### src/rtl/fetch_queue_if.sv
// fetch_queue_if: bundles the fetch front end's memory, redirect and decode
// signals.
//   master : fetch_queue side (drives im_pc, dec_*, halted, count)
//   slave  : environment side (imem, branch unit, decode)
interface fetch_queue_if #(
  parameter int DEPTH = 4
) ();
  logic [31:0]            im_pc;
  logic [31:0]            im_instr;
  logic                   im_stop;
  logic                   redirect_valid;
  logic [31:0]            redirect_pc;
  logic                   dec_valid;
  logic                   dec_ready;
  logic [31:0]            dec_instr;
  logic [31:0]            dec_pc;
  logic                   halted;
  logic [$clog2(DEPTH):0] count;

  modport master (
    output im_pc, dec_valid, dec_instr, dec_pc, halted, count,
    input  im_instr, im_stop, redirect_valid, redirect_pc, dec_ready
  );
  modport slave (
    input  im_pc, dec_valid, dec_instr, dec_pc, halted, count,
    output im_instr, im_stop, redirect_valid, redirect_pc, dec_ready
  );
endinterface

### src/rtl/fetch_queue.sv
// fetch_queue: owns the PC, drives a 1-cycle registered instruction memory,
// and buffers returned words in a DEPTH-entry FIFO for decode.
//   clk  : clock, posedge
//   rst  : asynchronous active-high reset
//   bus  : fetch_queue_if.master
//          im_pc/im_instr/im_stop      - instruction memory
//          redirect_valid/redirect_pc  - branch redirect, flushes everything
//          dec_valid/ready/instr/pc    - FIFO head to decode
//          halted, count               - status
module fetch_queue #(
  parameter int          DEPTH     = 4,
  parameter logic [31:0] RESET_PC  = 32'h0,
  parameter int unsigned MEM_BYTES = 1024
) (
  input  logic          clk,
  input  logic          rst,
  fetch_queue_if.master bus
);
  localparam int AW = $clog2(DEPTH);
  localparam int CW = AW + 1;

  logic [31:0]            r_pc;
  logic [31:0]            r_inflight_pc;
  logic                   r_inflight;
  logic                   r_halted;
  logic [CW-1:0]          r_count;
  logic [AW-1:0]          r_wptr;
  logic [AW-1:0]          r_rptr;
  logic [DEPTH-1:0][31:0] r_fpc;
  logic [DEPTH-1:0][31:0] r_finstr;

  logic w_in_range;
  logic w_credit;
  logic w_stop_cap;
  logic w_issue;
  logic w_push;
  logic w_pop;

  assign w_in_range = r_pc < 32'(MEM_BYTES);
  // Credit counts the in-flight word, so a push can never meet a full FIFO.
  assign w_credit   = ({1'b0, r_count} + {{CW{1'b0}}, r_inflight}) < (CW+1)'(DEPTH);
  assign w_stop_cap = r_inflight && bus.im_stop;
  // No new issue on the cycle the stop word is captured: the PC stays parked
  // just past the stop address instead of running one word further.
  assign w_issue    = !r_halted && !bus.redirect_valid && w_credit && w_in_range && !w_stop_cap;
  assign w_push     = r_inflight && !bus.im_stop && !bus.redirect_valid;
  assign w_pop      = (r_count != '0) && bus.dec_ready && !bus.redirect_valid;

  always_ff @(posedge clk or posedge rst) begin
    if (rst) begin
      r_pc          <= RESET_PC;
      r_inflight_pc <= '0;
      r_inflight    <= 1'b0;
      r_halted      <= 1'b0;
      r_count       <= '0;
      r_wptr        <= '0;
      r_rptr        <= '0;
      r_fpc         <= '0;
      r_finstr      <= '0;
    end else if (bus.redirect_valid) begin
      // Flush: the in-flight word and all buffered entries are dropped.
      r_pc       <= bus.redirect_pc;
      r_inflight <= 1'b0;
      r_halted   <= 1'b0;
      r_count    <= '0;
      r_wptr     <= '0;
      r_rptr     <= '0;
    end else begin
      r_inflight <= w_issue;
      if (w_issue) begin
        r_inflight_pc <= r_pc;
        r_pc          <= r_pc + 32'd4;
      end
      if (w_stop_cap || (!r_halted && !w_in_range))
        r_halted <= 1'b1;
      if (w_push) begin
        r_fpc[r_wptr]    <= r_inflight_pc;
        r_finstr[r_wptr] <= bus.im_instr;
        r_wptr           <= r_wptr + AW'(1);
      end
      if (w_pop)
        r_rptr <= r_rptr + AW'(1);
      case ({w_push, w_pop})
        2'b10:   r_count <= r_count + CW'(1);
        2'b01:   r_count <= r_count - CW'(1);
        default: r_count <= r_count;
      endcase
    end
  end

  assign bus.im_pc     = r_pc;
  assign bus.dec_valid = (r_count != '0);
  assign bus.dec_instr = r_finstr[r_rptr];
  assign bus.dec_pc    = r_fpc[r_rptr];
  assign bus.halted    = r_halted;
  assign bus.count     = r_count;
endmodule
### src/flat_wrapper.sv
// flat-port wrapper written by rule: the top's interface ports become plain ports
module fetch_queue_flat 
#(
  parameter int          DEPTH     = 4,
  parameter logic [31:0] RESET_PC  = 32'h0,
  parameter int unsigned MEM_BYTES = 1024
)
  (clk, rst, bus_im_pc, bus_dec_valid, bus_dec_instr, bus_dec_pc, bus_halted, bus_count, bus_im_instr, bus_im_stop, bus_redirect_valid, bus_redirect_pc, bus_dec_ready);
  fetch_queue_if #(.DEPTH(DEPTH)) bus_i ();
  input  logic clk;
  input  logic rst;
  output wire logic [$bits(bus_i.im_pc)-1:0] bus_im_pc;
  output wire logic [$bits(bus_i.dec_valid)-1:0] bus_dec_valid;
  output wire logic [$bits(bus_i.dec_instr)-1:0] bus_dec_instr;
  output wire logic [$bits(bus_i.dec_pc)-1:0] bus_dec_pc;
  output wire logic [$bits(bus_i.halted)-1:0] bus_halted;
  output wire logic [$bits(bus_i.count)-1:0] bus_count;
  input wire logic [$bits(bus_i.im_instr)-1:0] bus_im_instr;
  input wire logic [$bits(bus_i.im_stop)-1:0] bus_im_stop;
  input wire logic [$bits(bus_i.redirect_valid)-1:0] bus_redirect_valid;
  input wire logic [$bits(bus_i.redirect_pc)-1:0] bus_redirect_pc;
  input wire logic [$bits(bus_i.dec_ready)-1:0] bus_dec_ready;
  assign bus_im_pc = bus_i.im_pc;
  assign bus_dec_valid = bus_i.dec_valid;
  assign bus_dec_instr = bus_i.dec_instr;
  assign bus_dec_pc = bus_i.dec_pc;
  assign bus_halted = bus_i.halted;
  assign bus_count = bus_i.count;
  assign bus_i.im_instr = bus_im_instr;
  assign bus_i.im_stop = bus_im_stop;
  assign bus_i.redirect_valid = bus_redirect_valid;
  assign bus_i.redirect_pc = bus_redirect_pc;
  assign bus_i.dec_ready = bus_dec_ready;
  fetch_queue #(.DEPTH(DEPTH), .RESET_PC(RESET_PC), .MEM_BYTES(MEM_BYTES)) u_core (.clk(clk), .rst(rst), .bus(bus_i));
endmodule
### config.mk
export PLATFORM = sky130hd
export DESIGN_NAME = fetch_queue_flat
export DESIGN_NICKNAME = d
export VERILOG_FILES = /design/src/rtl/fetch_queue_if.sv /design/src/rtl/fetch_queue.sv /design/src/flat_wrapper.sv
export SDC_FILE = /design/constraint.sdc
export NUM_CORES = 1
export LEC_CHECK = 0
export CAP_MARGIN = 20
export CORE_MARGIN = 5
export CORE_UTILIZATION = 50
export DETAILED_ROUTE_END_ITERATION = 6
export PLACE_DENSITY = 0.76
export SLEW_MARGIN = 20
export SYNTH_ARGS = -nofsm -noshare
export SYNTH_HDL_FRONTEND = slang
export SYNTH_SLANG_ARGS = --single-unit
### constraint.sdc
create_clock -name clk -period 12.9 [get_ports clk]
set_input_delay 3.87 -clock clk [delete_from_list [all_inputs] [get_ports clk]]
set_output_delay 3.87 -clock clk [all_outputs]
set_load 0.01 [all_outputs]
==> flow_summary.toml, run 1 <==
[synth]
ys_top_cells_by_count = "dfrtp_1, mux2_2, mux4_2, buf_2, nor2b_1"
ys_ff_latch = 329
seq_area_frac_synth = 0.591
async_reset_ff_frac = 1.00
synth_top_area_share = 0.591
synth.distinct_cells = 32
synth_ff_type = "dfrtp_1"
yosysWarnings = 0
syn_area_per_cell_um2 = 16.4
yosysMostFrequentCell = "dfrtp_1"
synth_top_cell_by_area = "dfrtp_1"
synth_edf_count = 0
syn_inst = 848
synth.area.top_cells = "dfrtp_1, mux2_2, mux4_2"
netlist_area_um2 = 13900
syn_nets = 923

[die]
ios = 170
dieArea_um2 = 31300
rows = 61
die_x_um = 177
initial_core_util = 0.504
coreArea_um2 = 27600
die_h_um = 177

[setup_path]
critical_path.max_stage_delay_ps = 840
crit_path_top_delay_cell = "dfrtp_4"
path_max_fanout = 38
end_kind = "output port"
crit_type = "flip-flop to output port"
path_cells = "buf_4 > mux4_2 > clkdlybuf4s50_1"
worstPathRequired_ps = 9030
critPathLaunchType = "flip-flop"
critPathArrivalTime_ps = 3220

[placed_design]
dpl_worst_slack_ps = 6220
dp_hpwl_mm = 16.8
numPortBuffers = 169
globalplace.congestion = 0.738

[clock_network]
htree_levels = 2
ctsHoldBuffers = 0
cts_resized = 0
clock_sinks = 329
path_clk_slew_ps = 60
numCtsBuffers = 36
root_buffer = "clkbuf_16"
cts_setup_buffers = 0
cts_tree = "built"
cts_buffer_depth = 3
clk_latency_ps = 500

[global_route]
grt_max_degree = 176
antenna_found_initial = 1
grt_pass1_wl_mm = 46.8
grt_pass1_vias = 8476
grt_use_total = 0.186
grt_overflow = 0

[detailed_routing]
wl_per_cell_um = 20.0
drc = 0
routed_wirelength_mm = 28.2
drtIter0Drc = 414
dr.pass1.iters = 4
routed_via_density = 5.52
ant_nets = 0
vias = 7771

[job]
cap_violations = 0

[sta]
setup_violations = 0
fin_ws_ps = 5810
setup_tns_ps = 0
period_needed_ps = 7090
hold_viol = 0
achievable-frequency_ghz = 0.141
finClkSkew_ps = 10.7
slew_headroom = 0.277
rsz0062_at_grt = "no"
worst_pin_slew_ps = 1080
slew_viol_final = 0
final.period_utilization = 0.550

[power_and_ir_drop]
fin_total_pwr_uw = 2090
p_clk_frac = 0.453
p_leak_uw = 0.00787
switching_share = 0.207
switchingPower_uw = 434
power_frac_comb = 0.043
p_int_uw = 1660
seqPwrFrac = 0.504
vdd_drop_max_v = 0.0000756
p_per_area_nw_per_um2 = 123

[layout]
fill_cells = 2106
fin_nets = 1085
area_growth_pct = 22.2
drive_gt1_frac = 0.402
seqCellArea_um2 = 8240
antenna-diode-count = 0
multi_input_comb_area_um2 = 5440

[worst_hold_path]
hp-class = "flip-flop to flip-flop"

[run_status]
status = "complete, no violations"
flip-flops by register name, indices dropped and copies added, names as in the netlist:
register and flops:
u_core.bus.count 3, u_core.bus.halted 1, u_core.bus.im_pc 32, u_core.r_finstr 128, u_core.r_fpc 128, u_core.r_inflight 1
u_core.r_inflight_pc 32, u_core.r_rptr 2, u_core.r_wptr 2
power groups by stage:
stage	Combinational (µW)	Clock (µW)	Sequential (µW)
after detailed placement	91.6	0	1070
after global routing	99.5	1020	1050
after CTS	92.2	974	1050
after global placement	90.8	0	1070
final	89.7	948	1050
after floorplan	31.1	0	1070
metrics by stage:
stage          instance area (µm²)  cells   util  hold WS (ps)
2_1_floorplan                13900    848      -           475
3_3_place_gp                 15900   1350  0.576           484
3_5_place_dp                 15900   1350  0.576           490
4_1_cts                      17000   1409  0.616           503
5_1_grt                      17000   1409  0.616           507
6_report                     17000   1409  0.616           501
cell type report:
type | count | area share
clock inverter | 3 | 0.000882
clock buffer | 56 | 0.0633
timing repair buffer | 176 | 0.103
sequential | 329 | 0.484
tap | 378 | 0.0278
inverter | 4 | 0.00110
multi-input combinational | 463 | 0.320
logic make-up (layout without fill, tap and decap cells):
kind of cell	Yosys count	after routing	synth area share
AOI/OAI and AO/OA	14	14	0.00575
xor gates and xnor gates	12	12	0.00755
adders and majority gates	6	6	0.00593
buffers and inverters	56	239	0.0188
DFF	329	329	0.591
muxes	356	356	0.340
and+or+nand+nor	75	75	0.0308
worst paths after layout:
kind,start,to,slack [ps],depth (start not counted)
worst max-delay path,u_core.r_rptr[0],bus_dec_pc[31],5810,3
worst min-delay path,u_core.r_finstr[54],u_core.r_finstr[54],500,1
worst max register to register,u_core.bus.im_pc[25],u_core.r_inflight_pc[7],10190,5
worst min register to register,u_core.r_finstr[54],u_core.r_finstr[54],500,1
max in group asynchronous,rst,u_core.r_finstr[33],7310,4
min in group asynchronous,rst,u_core.bus.count[0],4030,3
placed cells by master, fill, tap and decap left out, drive strengths merged:
| cell | n |
|---|---|
| a21oi | 2 |
| a31oi | 2 |
| a41o | 1 |
| and2 | 4 |
| and3 | 3 |
| buf | 8 |
| clkbuf | 56 |
| clkdlybuf4s50 | 168 |
| clkinv | 3 |
| clkinvlp | 1 |
| dfrtp | 329 |
| fa | 1 |
| ha | 5 |
| inv | 3 |
| mux2 | 292 |
| mux4 | 64 |
| nand2 | 11 |
| nand3 | 7 |
| nand4 | 1 |
| nor2 | 9 |
| nor2b | 24 |
| nor3 | 2 |
| nor4 | 9 |
| nor4b | 2 |
| o21ai | 8 |
| o31ai | 1 |
| or2 | 1 |
| or3 | 1 |
| or4 | 1 |
| xnor2 | 10 |
| xor2 | 2 |
routing by layer:
| layer | GRT usage | wire length, µm |
|---|---|---|
| met5 | 0 | 0 |
| met2 | 0.298 | 13500 |
| met4 | 0.0477 | 526 |
| met1 | 0.266 | 12600 |
| met3 | 0.0359 | 1540 |
worst max-delay path, delay by kind of cell, from the launching register on:
kind	cells	cell delay, ps
buf+inv	2	1240
flops	1	840
mux	1	630
Power figures use the tool's default switching activity.
==> run 2, diff against run 1 <==
--- a/config.mk
+++ b/config.mk
@@ -7,9 +7,9 @@
 export LEC_CHECK = 0
 export CAP_MARGIN = 20
 export CORE_MARGIN = 5
-export CORE_UTILIZATION = 50
+export CORE_UTILIZATION = 56
 export DETAILED_ROUTE_END_ITERATION = 6
-export PLACE_DENSITY = 0.76
+export PLACE_DENSITY = 0.8
 export SLEW_MARGIN = 20
 export SYNTH_ARGS = -nofsm -noshare
 export SYNTH_HDL_FRONTEND = slang
==> constraint.sdc (replaced) <==
create_clock -name clk -period 6.9 [get_ports clk]
set_input_delay 2.07 -clock clk [delete_from_list [all_inputs] [get_ports clk]]
set_output_delay 2.07 -clock clk [all_outputs]
set_load 0.01 [all_outputs]
==> run 2 against run 1 <==
Net effect:
- sequential power up 88%
- non-clock buffer count up 9
- sequential share of layout area down 0.43 points
- final cell count down 2.8%
- routed wire length up 2.0%
- global-route usage up 2.7 points
- first-iteration DRC count down 11%
- critical path type unchanged
- largest power group unchanged
- highest routed layer unchanged
==> flow_summary.toml, run 2 (synthesis gave the netlist of run 1 again) <==
[die]
die_h_um = 168
die_x_um = 168
ios = 170
coreArea_um2 = 24400
initial_core_util = 0.571
rows = 57
dieArea_um2 = 28100

[sta]
worst_hold_slack_ps = 502
setup_tns_ps = 0
setup_violations = 0
hold_viol = 0
rsz0062_at_grt = "no"
final.period_utilization = 0.743
fin_ws_ps = 1780
period_needed_ps = 5120
achievable-frequency_ghz = 0.195
slew_viol_final = 0
finClkSkew_ps = 18.7
worst_pin_slew_ps = 1010
slew_headroom = 0.327

[placed_design]
dpl_worst_slack_ps = 1980
globalplace.congestion = 0.747
numPortBuffers = 169
dp_hpwl_mm = 17.7

[clock_network]
root_buffer = "clkbuf_16"
cts_resized = 0
cts_setup_buffers = 0
cts_buffer_depth = 3
ctsHoldBuffers = 0
path_clk_slew_ps = 60
numCtsBuffers = 35
clock_sinks = 329
htree_levels = 2
cts_tree = "built"
clk_latency_ps = 520

[setup_path]
end_kind = "output port"
worstPathRequired_ps = 4830
critPathLaunchType = "flip-flop"
crit_type = "flip-flop to output port"
path_max_fanout = 44
critPathArrivalTime_ps = 3050

[detailed_routing]
drtIter0Drc = 367
ant_nets = 0
routed_via_density = 5.67
vias = 7764
wl_per_cell_um = 21.0
drc = 0
dr.pass1.iters = 4
routed_wirelength_mm = 28.8

[power_and_ir_drop]
p_leak_uw = 0.00799
switching_share = 0.215
p_int_uw = 3200
seqPwrFrac = 0.483
vdd_drop_max_v = 0.000192
power_frac_comb = 0.042
switchingPower_uw = 878
p_clk_frac = 0.476
p_per_area_nw_per_um2 = 237
fin_total_pwr_uw = 4080

[layout]
fill_cells = 1688
antenna-diode-count = 0
fin_nets = 1093
final_common_cell = "dfrtp_1"
area_growth_pct = 23.3
top_regs = "u_core.r_finstr: 128 flops, u_core.r_fpc: 128 flops"
drive_gt1_frac = 0.416
final_cell_mix = "dfrtp_1, mux2_2, clkdlybuf4s50_1"

[worst_hold_path]
hp-class = "flip-flop to flip-flop"

[global_route]
grt_use_total = 0.213
grt_pass1_wl_mm = 48.8
grt_pass1_vias = 8913
grt_max_degree = 159
antenna_found_initial = 0
grt_overflow = 0

[job]
cap_violations = 0

[run_status]
status = "complete, no violations"
==> run 2: cell type report <==
| class | count | area (µm²) | area share |
|---|---|---|---|
| Clock inverter | 19 | 244 | 0.0142 |
| Inverter | 4 | 18.8 | 0.00109 |
| Timing Repair Buffer | 185 | 1860 | 0.108 |
| Tap cell | 324 | 405 | 0.0236 |
| Multi-Input combinational cell | 463 | 5430 | 0.316 |
| Sequential cell | 329 | 8240 | 0.480 |
| Clock buffer | 45 | 973 | 0.0567 |
==> run 2: per-stage QoR <==
step / instance area (µm²) / cells / utilization
2_1_floorplan: 13900 / 848 / -
6_report: 17200 / 1369 / 0.704
3_3_place_gp: 16000 / 1305 / 0.654
4_1_cts: 17200 / 1369 / 0.704
5_1_grt: 17200 / 1369 / 0.704
3_5_place_dp: 16000 / 1305 / 0.654
==> run 2: layer usage <==
metal / share of wire / wire (µm) / vias up / track usage
met4: 0.017 / 491 / 0 / 0.0515
li1: - / - / 3454 / -
met2: 0.50 / 14300 / 180 / 0.357
met3: 0.052 / 1480 / 39 / 0.0471
met1: 0.43 / 12500 / 4091 / 0.289
met5: 0 / 0 / - / 0
==> run 2: power by group through the flow <==
stage	sequential [µW]	clock [µW]	combinational, µW
finish	1970	1940	170
global route	1970	2070	187
CTS	1970	1980	174
detailed placement	2000	0	172
global placement	2000	0	172
floorplan	2010	0	58.2
==> run 2: worst paths after layout <==
path	cells past startpoint	start	slack, ps	to
worst min register to register	1	u_core.r_finstr[79]	500	u_core.r_finstr[79]
worst max register to register	5	u_core.bus.im_pc[25]	4000	u_core.r_inflight_pc[4]
min in group asynchronous	3	rst	2110	u_core.bus.im_pc[25]
worst max-delay path	3	u_core.r_rptr[0]	1780	bus_dec_instr[7]
worst min-delay path	1	u_core.r_finstr[79]	500	u_core.r_finstr[79]
max in group asynchronous	3	rst	4010	u_core.r_fpc[28]
==> run 2: critical path, stage by stage (launching register included) <==
cell and delay (ps):
dfrtp_4 1040, buf_4 420, mux4_2 570, clkdlybuf4s50_1 500
==> run 3, diff against run 2 <==
==> constraint.sdc (replaced) <==
create_clock -name clk -period 5.26 [get_ports clk]
set_input_delay 1.578 -clock clk [delete_from_list [all_inputs] [get_ports clk]]
set_output_delay 1.578 -clock clk [all_outputs]
set_load 0.01 [all_outputs]
==> run 3 against run 2 <==
Net effect:
- global-route usage is 0.53 points lower
- worst hold slack worse by 1.8 ps
- final cell count is 0.29% lower
- critical path type unchanged
- largest power group unchanged
==> flow_summary.toml, run 3 (synthesis gave the netlist of run 1 again) <==
[layout]
final_cell_mix = "dfrtp_1, mux2_2, clkdlybuf4s50_1"
fin_nets = 1093
top_regs = "u_core.r_finstr: 128 flops, u_core.r_fpc: 128 flops"
post-route-cell-area_um2 = 17200
antenna-diode-count = 0
drive_gt1_frac = 0.410
area_growth_pct = 23.3
final_common_cell = "dfrtp_1"
finish.utilization = 0.704

[detailed_routing]
drc = 0
drtIter0Drc = 405
routed_wirelength_mm = 28.6
vias = 7908
ant_nets = 0
dr.pass1.iters = 4
routed_via_density = 5.79
wl_per_cell_um = 20.9

[worst_hold_path]
whs_endpoint = "u_core.r_fpc[68]"
hp-class = "flip-flop to flip-flop"
min_from = "u_core.r_fpc[68]"
whs_path_depth = 1

[setup_path]
crit_buf_inv = 2
rr_startpoint = "u_core.bus.im_pc[25]"
crit_type = "flip-flop to output port"
end_kind = "output port"
critical_path.max_stage_delay_ps = 700
reg2reg_to = "u_core.bus.im_pc[3]"
path_cells = "buf_4 > mux4_2 > clkdlybuf4s50_1"
critPathLaunchType = "flip-flop"
crit_path_top_delay_cell = "dfrtp_4"
path_max_fanout = 19
critPathArrivalTime_ps = 2720
crit_family = "buffers and inverters"
r2r_setup_slack_ps = 2590
ff2ff_path_depth = 5
worstPathRequired_ps = 3680

[clock_network]
path_clk_slew_ps = 60
ctsHoldBuffers = 0
htree_levels = 2
cts_buffer_depth = 3
clk_latency_ps = 520
cts_setup_buffers = 0
numCtsBuffers = 35
root_buffer = "clkbuf_16"
clock_sinks = 329
cts_resized = 0
cts_tree = "built"

[sta]
setup_tns_ps = 0
achievable-frequency_ghz = 0.233
setup_violations = 0
hold_viol = 0
period_needed_ps = 4290
worst_pin_slew_ps = 815
final.period_utilization = 0.816
rsz0062_at_grt = "no"
finClkSkew_ps = 21.4
fin_ws_ps = 966
slew_headroom = 0.456
slew_viol_final = 0

[placed_design]
placed_area_um2 = 16000
dpl_worst_slack_ps = 1210
globalplace.congestion = 0.764
numPortBuffers = 169
dp_hpwl_mm = 17.5

[power_and_ir_drop]
fin_total_pwr_uw = 5200
p_leak_uw = 0.00796
p_clk_frac = 0.459
power_frac_comb = 0.044
p_per_area_nw_per_um2 = 303
seqPwrFrac = 0.497
switchingPower_uw = 1100
p_int_uw = 4090
vdd_drop_max_v = 0.000255
switching_share = 0.212

[die]
rows = 57
initial_core_util = 0.571
coreArea_um2 = 24400
die_h_um = 168
ios = 170
die_x_um = 168
dieArea_um2 = 28100

[job]
cap_violations = 0

[global_route]
grt_use_total = 0.208
grt_pass1_vias = 8748
grt_overflow = 0
grt_pass1_wl_mm = 47.5
antenna_found_initial = 0
grt_max_degree = 89

[run_status]
status = "complete, no violations"
run 3: cell count changes in the layout (fill, tap and decap cells not counted):
| cell | change |
|---|---|
| buf_12 | +7 |
| buf_4 | -7 |
| bufinv_16 | -3 |
| clkbuf_1 | +4 |
| clkbuf_16 | +1 |
| clkbuf_8 | +2 |
| clkinv_16 | -1 |
| clkinv_2 | -5 |
| clkinvlp_4 | -1 |
| inv_6 | -1 |
run 3: cell type report:
| type | count | area, µm² |
|---|---|---|
| well taps | 324 | 405 |
| fillers | 1661 | 7230 |
| clock inverters | 8 | 82.6 |
| multi-input cells | 463 | 5430 |
| inverters | 4 | 18.8 |
| flip-flops and latches | 329 | 8240 |
| clock buffers | 52 | 1040 |
| repair buffers | 185 | 1940 |
run 3: layer usage:
metal,GRT usage,part of all wire,up-vias
met2,0.340,0.49,202
met3,0.0427,0.049,46
li1,-,-,3462
met4,0.0512,0.018,0
met1,0.291,0.44,4198
met5,0,0,-
run 3: power groups by stage:
stage | clock network (µW) | logic (µW) | registers [µW]
3_5_place_dp | 0 | 229 | 2630
2_1_floorplan | 0 | 76.3 | 2630
3_3_place_gp | 0 | 228 | 2630
5_1_grt | 2550 | 250 | 2580
4_1_cts | 2450 | 232 | 2580
6_report | 2390 | 226 | 2580
run 3: worst max-delay path by stage:
stage	startpoint	to	cells past startpoint	slack, ps
finish	u_core.r_rptr[0]	bus_dec_pc[6]	3	970
global route	u_core.r_rptr[0]	bus_dec_pc[6]	3	810
CTS	u_core.r_rptr[0]	bus_dec_pc[6]	3	890
detailed placement	bus_im_stop	u_core.r_fpc[92]	6	1210
global placement	bus_im_stop	u_core.r_fpc[92]	6	1290
floorplan	rst	u_core.bus.count[0]	1	-710
run 3: worst register-to-register path, delay by kind of cell, from the launching register on:
family,cells,cell delay [ps]
AND/OR/NAND/NOR,3,1540
multiplexers,2,640
flip-flops,1,390
run 3: metrics by stage:
stage	cells	hold slack (ps)
6_report	1365	500
5_1_grt	1365	515
4_1_cts	1365	504
3_5_place_dp	1305	491
3_3_place_gp	1305	484
2_1_floorplan	848	475
